<file path="src/rtl/aes_tg_pkg.sv">
// Shared types and LFSR helper for the AES traffic generator.
package aes_tg_pkg;

  typedef enum logic [2:0] {
    StIdle,
    StKeyInit,
    StKeyWait,
    StRun,
    StDone
  } tg_state_e;

  // Galois form of x^128 + x^29 + x^27 + x^2 + 1.
  localparam logic [127:0] LFSR_TAPS = 128'h2800_0005;

  function automatic logic [127:0] lfsr_next(input logic [127:0] v);
    lfsr_next = {v[126:0], 1'b0} ^ (v[127] ? LFSR_TAPS : 128'h0);
  endfunction

endpackage

</file>
<file path="src/rtl/aes_tg_fifo.sv">
// Synchronous FIFO; the head word is read straight from the storage flops.
module aes_tg_fifo #(
  parameter int unsigned DEPTH = 16,
  parameter int unsigned WIDTH = 128
) (
  input  logic             clk,
  input  logic             rst_n,
  input  logic             push_i,
  input  logic [WIDTH-1:0] wdata_i,
  input  logic             pop_i,
  output logic [WIDTH-1:0] rdata_o,
  output logic             empty_o,
  output logic             full_o
);

  localparam int unsigned PtrW = $clog2(DEPTH);

  logic [WIDTH-1:0] mem_q [DEPTH];
  logic [PtrW-1:0]  wptr_q, rptr_q;
  logic [PtrW:0]    cnt_q;
  logic             do_push, do_pop;

  assign empty_o = (cnt_q == '0);
  assign full_o  = (cnt_q == (PtrW + 1)'(DEPTH));
  assign do_pop  = pop_i & ~empty_o;
  // A push into a full FIFO is accepted only when a pop frees the slot in the same cycle.
  assign do_push = push_i & (~full_o | do_pop);
  assign rdata_o = mem_q[rptr_q];

  always_ff @(posedge clk) begin
    if (do_push) begin
      mem_q[wptr_q] <= wdata_i;
    end
  end

  always_ff @(posedge clk or negedge rst_n) begin
    if (!rst_n) begin
      wptr_q <= '0;
      rptr_q <= '0;
      cnt_q  <= '0;
    end else begin
      if (do_push) begin
        wptr_q <= wptr_q + PtrW'(1);
      end
      if (do_pop) begin
        rptr_q <= rptr_q + PtrW'(1);
      end
      if (do_push && !do_pop) begin
        cnt_q <= cnt_q + (PtrW + 1)'(1);
      end else if (do_pop && !do_push) begin
        cnt_q <= cnt_q - (PtrW + 1)'(1);
      end
    end
  end

endmodule

</file>
<file path="src/rtl/aes_traffic_gen.sv">
// AES traffic generator: key sequencing, LFSR plaintext issue and plaintext/result buffering.
module aes_traffic_gen
  import aes_tg_pkg::*;
#(
  parameter int unsigned  DEPTH   = 16,
  parameter int unsigned  CNT_W   = 32,
  parameter logic [127:0] SEED    = 128'h1,
  parameter logic [127:0] KEY_RST = 128'hab7240f9_c5e0bb5e_ee8e34b6_bb84cfb0
) (
  input  logic             clk,
  input  logic             rst_n,
  input  logic             enc_i,
  input  logic             work_i,
  input  logic [CNT_W-1:0] block_count_i,
  input  logic             start_i,
  input  logic [127:0]     key_i,
  input  logic             write_key_i,
  input  logic [127:0]     seed_i,
  input  logic             write_seed_i,
  input  logic             data_require_i,
  output logic [127:0]     data_o,
  output logic             data_empty_o,
  input  logic             result_require_i,
  output logic [127:0]     result_o,
  output logic             result_empty_o,
  output logic             core_init_o,
  output logic             core_next_o,
  output logic             core_encdec_o,
  output logic [127:0]     core_key_o,
  output logic [127:0]     core_block_o,
  input  logic             core_ready_i,
  input  logic [127:0]     core_result_i,
  input  logic             core_result_valid_i,
  output logic             busy_o,
  output logic             done_o,
  output logic [CNT_W-1:0] issued_cnt_o,
  output logic [CNT_W-1:0] result_cnt_o
);

  tg_state_e        state_q, state_d;
  logic             pending_q, pending_d;
  logic             run_active_q, run_active_d;
  logic [CNT_W-1:0] issued_q, issued_d;
  logic [CNT_W-1:0] rescnt_q, rescnt_d;
  logic [127:0]     lfsr_q, lfsr_d;
  logic [127:0]     key_q, key_d;
  logic [127:0]     block_q, block_d;
  logic             encdec_q, encdec_d;
  logic             init_q, init_d;
  logic             next_q, next_d;
  logic             issue, capture, limit;
  logic             data_full, res_full;

  always_comb begin
    state_d      = state_q;
    pending_d    = pending_q;
    run_active_d = run_active_q;
    issued_d     = issued_q;
    rescnt_d     = rescnt_q;
    lfsr_d       = lfsr_q;
    key_d        = key_q;
    block_d      = block_q;
    encdec_d     = encdec_q;
    init_d       = 1'b0;
    next_d       = 1'b0;
    issue        = 1'b0;
    limit        = (block_count_i != '0) && (issued_q == block_count_i);
    // The core still shows the previous result while next_q is being seen, so skip that cycle.
    capture      = pending_q & ~next_q & core_ready_i & core_result_valid_i;

    if (capture) begin
      pending_d = 1'b0;
      if (rescnt_q != '1) begin
        rescnt_d = rescnt_q + CNT_W'(1);
      end
    end

    unique case (state_q)
      StIdle, StDone: begin
        if (start_i) begin
          state_d      = StRun;
          run_active_d = 1'b1;
          issued_d     = '0;
          rescnt_d     = '0;
        end
      end
      StKeyInit: begin
        if (core_ready_i && !pending_q) begin
          init_d  = 1'b1;
          state_d = StKeyWait;
        end
      end
      StKeyWait: begin
        if (core_ready_i && !init_q) begin
          state_d = run_active_q ? StRun : StIdle;
        end
      end
      StRun: begin
        issue = work_i & core_ready_i & ~pending_q & ~data_full & ~res_full & ~limit;
        if (limit && !pending_q) begin
          state_d      = StDone;
          run_active_d = 1'b0;
        end
      end
      default: state_d = StIdle;
    endcase

    if (issue) begin
      next_d    = 1'b1;
      pending_d = 1'b1;
      block_d   = lfsr_q;
      encdec_d  = enc_i;
      lfsr_d    = lfsr_next(lfsr_q);
      if (issued_q != '1) begin
        issued_d = issued_q + CNT_W'(1);
      end
    end

    if (write_seed_i && (seed_i != '0)) begin
      lfsr_d = seed_i;
    end

    // KEY_INIT itself holds off until any pending block has been captured.
    if (write_key_i) begin
      key_d   = key_i;
      state_d = StKeyInit;
    end
  end

  always_ff @(posedge clk or negedge rst_n) begin
    if (!rst_n) begin
      state_q      <= StKeyInit;
      pending_q    <= 1'b0;
      run_active_q <= 1'b0;
      issued_q     <= '0;
      rescnt_q     <= '0;
      lfsr_q       <= SEED;
      key_q        <= KEY_RST;
      block_q      <= SEED;
      encdec_q     <= 1'b0;
      init_q       <= 1'b0;
      next_q       <= 1'b0;
    end else begin
      state_q      <= state_d;
      pending_q    <= pending_d;
      run_active_q <= run_active_d;
      issued_q     <= issued_d;
      rescnt_q     <= rescnt_d;
      lfsr_q       <= lfsr_d;
      key_q        <= key_d;
      block_q      <= block_d;
      encdec_q     <= encdec_d;
      init_q       <= init_d;
      next_q       <= next_d;
    end
  end

  aes_tg_fifo #(
    .DEPTH (DEPTH),
    .WIDTH (128)
  ) u_data_fifo (
    .clk     (clk),
    .rst_n   (rst_n),
    .push_i  (issue),
    .wdata_i (lfsr_q),
    .pop_i   (data_require_i),
    .rdata_o (data_o),
    .empty_o (data_empty_o),
    .full_o  (data_full)
  );

  aes_tg_fifo #(
    .DEPTH (DEPTH),
    .WIDTH (128)
  ) u_result_fifo (
    .clk     (clk),
    .rst_n   (rst_n),
    .push_i  (capture),
    .wdata_i (core_result_i),
    .pop_i   (result_require_i),
    .rdata_o (result_o),
    .empty_o (result_empty_o),
    .full_o  (res_full)
  );

  assign core_init_o   = init_q;
  assign core_next_o   = next_q;
  assign core_encdec_o = encdec_q;
  assign core_key_o    = key_q;
  assign core_block_o  = block_q;
  assign busy_o        = !((state_q == StIdle) || (state_q == StDone));
  assign done_o        = (state_q == StDone);
  assign issued_cnt_o  = issued_q;
  assign result_cnt_o  = rescnt_q;

endmodule

</file>
<file path="config.mk">
export PLATFORM = sky130hd
export DESIGN_NAME = aes_traffic_gen
export DESIGN_NICKNAME = d
export VERILOG_FILES = /design/src/rtl/aes_tg_pkg.sv /design/src/rtl/aes_tg_fifo.sv /design/src/rtl/aes_traffic_gen.sv
export SDC_FILE = /design/constraint.sdc
export NUM_CORES = 2
export LEC_CHECK = 0
export CORE_ASPECT_RATIO = 0.75
export CORE_MARGIN = 1
export CORE_UTILIZATION = 33
export CTS_BUF_LIST = sky130_fd_sc_hd__clkbuf_4 sky130_fd_sc_hd__clkbuf_8
export DETAILED_ROUTE_END_ITERATION = 10
export PLACE_DENSITY_LB_ADDON = 0.1
export SETUP_SLACK_MARGIN = 0.1
export SYNTH_ARGS = -nofsm -noshare
export SYNTH_HDL_FRONTEND = slang
export SYNTH_SLANG_ARGS = --single-unit
</file>
<file path="constraint.sdc">
create_clock -name clk -period 21.3 [get_ports clk]
set_input_delay 4.26 -clock clk [delete_from_list [all_inputs] [get_ports clk]]
set_output_delay 4.26 -clock clk [all_outputs]
set_load 0.01 [all_outputs]
</file>
==> summary.md <==
| Metric | Value |
|---|---|
| Number of cells in the design after placement | 15.49k |
| Cts bufs inserted | 740 |
| Crit path largest cell delay | 1.13 ns |
| Outcome | completed |
| Detailed Place HPWL | 281.7 mm |
| TritonCTS clock tree | yes |
| Worst path cell trace | buf_4 > buf_4 > buf_4 > buf_4 > mux4_2 > mux4_2 > clkdlybuf4s50_1 |
| Period utilisation layout | 53.92% |
| Worst Path Max Fanout | 65 |
| Int Power | 0.01792 W |
| Die Ht | 631.9 µm |
| Core area | 524900 µm² |
| Clock power share | 29.8% |
| First-pass GRT wire length | 716.3 mm |
| Port bufs | 1009 |
| DIE AREA | 532000 µm² |
| Die Wd | 841.9 µm |
| Setup tns final | 0 ns |
| Slowest cell on crit path | dfrtp_4 |
| CP Capture Type | primary output |
| Worst slew pin tran | 1.289 ns |
| Tightest Hold Check Type | reg2reg |
| Synthesized instance count | 7755 |
| Sink Count | 4578 |
| Clock Path Buffers | 4 |
| Slew HR | 14.06% |
| RSZ-0062 raised after global routing | false |
| Cell Pwr Density | 122.9 nW/µm² |
| YS warnings | 0 |
| Total track usage | 18.76% |
| Clock-pin slew on the worst setup and hold paths | 0.06 ns |
| Worst Path Required | 17.04 ns |
| Max-slew violations | 0 |
| Via count | 85.39k |
| WP buf/inv | 5 |
| Max Freq | 87.07 MHz |
| Hold_sp | core_block_o[0]$_DFFE_PN1N_ |
| Reg-to-Reg Start | state_q[0]$_DFFE_PN1P_ |
| Final setup viols | 0 |
| Root Buffer | clkbuf_8 |
| Cell Area, Synth | 174600 µm² |
| Final WL | 510.5 mm |
| Clock Skews | 0.06903 ns |
| Pre-antenna DRT Iters | 8 |
| Non-filler cells, final | 16.86k |
| Post-CTS resize count | 0 |
| CP Launch Point | u_data_fifo.rptr_q[1]$_DFFE_PN0N_ |
| Unique masters post-synth | 59 |
| Placer Congestion | 0.8202 |
| # hold bufs at CTS | 0 |
| Vias in the first global route | 92.18k |
| Total power | 0.02559 W |
| Residual DRC count | 0 |
| Syn nets | 8204 |
| Initial antenna violation count | 88 |
| Mean Syn Cell Area | 22.51 µm² |
| CP arrival | 7.23 ns |
| Lkg Pwr | 67.11 nW |
| Largest net degree at the start of global routing | 118 |
| Hold Fails Final Rpt | 0 |
| Share of cells above drive strength 1 | 29.12% |
| Min cycle time layout | 11.49 ns |
| P_sw | 0.007674 W |
| CP delay by family, top | buffers and inverters |
| Antenna-violating nets left | 0 |
| GRT overflow | 0 |
| Max_cap viols | 0 |
| VDD IR-drop max | 0.00008488 V |
| Clk Latency, worst-skew pair | 1.26 ns |
| Io pins | 1010 |
| Post-CTS Setup Inserts | 0 |
| Syn-to-layout area delta | 19.28% |
| Routed WL per cell | 30.29 µm |
| Net Sw Frac | 29.98% |
| Sequential share of the synthesized area | 77.42% |
| Row cnt | 230 |
| Starting Density | 33.26% |
| Placed cell area | 193600 µm² |
| Combinational share of power | 28.4% |
| Crit Path Class | reg2out |
| Sequential power share | 41.9% |
| Crit start category | register |
| Design Area, Final | 208200 µm² |
| H-tree Lvls | 6 |
| Crit-path most repeated cell | buf_4 |
| Fill cells | 46.90k |
| Fin nets | 9725 |
| Most common flop cell mapped by yosys | edfxtp_1 |
| Asr flop ratio synth | 10.53% |
| Vias per inst | 5.066 |
| Synth Register Bits | 4578 |
| First DRT Iteration DRCs | 6133 |
| Post-synth EDFFs | 4096 |
## cell families (layout without fill, tap and decap cells)
kind of cell	after synthesis	in the layout	share of synthesized area [%]
adders and majority gates	22	22	0.1663
other	0	25	0
DFF	4578	4578	77.42
AOI/OAI and AO/OA	213	213	0.6773
xor gates and xnor gates	86	86	0.4315
muxes	1554	1554	18.10
and+or+nand+nor	874	874	2.207
buffers and inverters	428	2544	1.003
## cell usage after synthesis (all sizes together) (27+ instances only)
library cell / instances / share of area (%)
buf: 161 / 0.43
inv: 27 / 0.059
nand4: 38 / 0.14
dfstp: 72 / 1.1
nor2: 69 / 0.15
mux2: 129 / 0.83
dfrtp: 410 / 5.9
edfxtp: 4096 / 70
mux2i: 156 / 0.89
nor4: 55 / 0.22
o21ai: 145 / 0.42
mux4: 1269 / 16
xor2: 54 / 0.27
xnor2: 32 / 0.16
nand2: 591 / 1.3
clkbuf: 240 / 0.52
## path summary, 6_finish.rpt
check | end | slack (ns) | cells past startpoint
max in group asynchronous | result_cnt_o[2]$_DFF_PN0_ | 15.33 | 4
hold / removal | core_block_o[0]$_DFFE_PN1N_ | 0.47 | 2
setup / recovery | data_o[97] | 9.81 | 7
hold reg to reg | core_block_o[0]$_DFFE_PN1N_ | 0.47 | 2
min in group asynchronous | core_block_o[101]$_DFFE_PN0N_ | 2.98 | 1
setup reg to reg | u_data_fifo.mem_q[8][12]$_DFFE_PP_ | 15.70 | 10
## power by group through the flow
stage	Clock, W	Combinational [W]	Sequential (W)
after floorplan	0	0.00427	0.0107
after global placement	0	0.00747	0.0109
after detailed placement	0	0.00748	0.0109
after CTS	0.00788	0.00751	0.0107
after global routing	0.00825	0.00772	0.0108
final	0.00762	0.00726	0.0107
## cell usage in the layout (no fill, tap or decap), types with 13 or more instances in the layout
| cell | n |
|---|---|
| inv_1 | 26 |
| buf_12 | 22 |
| clkinv_2 | 64 |
| xnor2_1 | 32 |
| clkinv_1 | 166 |
| nor2b_1 | 14 |
| a211oi_1 | 13 |
| buf_4 | 150 |
| nand4_1 | 38 |
| nor2_1 | 54 |
| clkbuf_4 | 273 |
| dfstp_2 | 72 |
| clkdlybuf4s50_1 | 1007 |
| diode_2 | 25 |
| edfxtp_1 | 4096 |
| dfrtp_1 | 402 |
| nor4_1 | 49 |
| o21ai_0 | 106 |
| ha_1 | 20 |
| mux2_2 | 129 |
| a21oi_1 | 24 |
| nand3_1 | 25 |
| mux2i_1 | 156 |
| mux4_2 | 1269 |
| bufinv_16 | 15 |
| clkbuf_8 | 771 |
| o21ai_1 | 39 |
| nand2_1 | 591 |
| clkinvlp_4 | 15 |
| xor2_1 | 54 |
## per-layer routing
layer	share of wire, %	vias to the layer above	global-route usage (%)
li1	-	35475	-
met1	41	46880	24.04
met2	51	2157	32.46
met3	5.2	836	3.918
met4	2.6	42	5.119
met5	0.053	-	0
## metrics by stage
step | hold slack, ns | util, % | setup slack [ns]
floorplan | 0.4634 | - | 1.944
global placement | 0.4578 | 36.88 | 10.92
detailed placement | 0.4564 | 36.88 | 10.90
CTS | 0.4689 | 39.66 | 9.394
global route | 0.4952 | 39.67 | 9.177
finish | 0.4654 | 39.67 | 9.815
## state kept, by name, summed over array words and instances, names as in the netlist
signal	count
u_result_fifo.mem_q	2048
u_result_fifo.cnt_q	5
u_data_fifo.wptr_q	4
issued_cnt_o	32
u_data_fifo.mem_q	2048
result_cnt_o	32
lfsr_q	128
run_active_q	1
core_init_o	1
core_encdec_o	1
u_result_fifo.wptr_q	4
core_key_o	128
core_next_o	1
core_block_o	128
state_q	3
pending_q	1
u_result_fifo.rptr_q	4
u_data_fifo.cnt_q	5
u_data_fifo.rptr_q	4
## worst min-delay path: cells and delay by family (launching register included)
kind / cells / cell delay [ns]
and+or+nand+nor: 2 / 0.10
DFF: 1 / 0.37
## area by class of cell
type	count	area [µm²]	share of cell area [%]
clock inverter	293	1928	0.9259
timing repair buffer	1180	11660	5.600
sequential	4578	135200	64.92
multi-input combinational	2749	37920	18.21
clock buffer	1044	12660	6.080
antenna	25	62.56	0.03004
inverter	27	117.6	0.05648
tap	6960	8708	4.182
No activity file was read; power rests on OpenSTA's default activity.
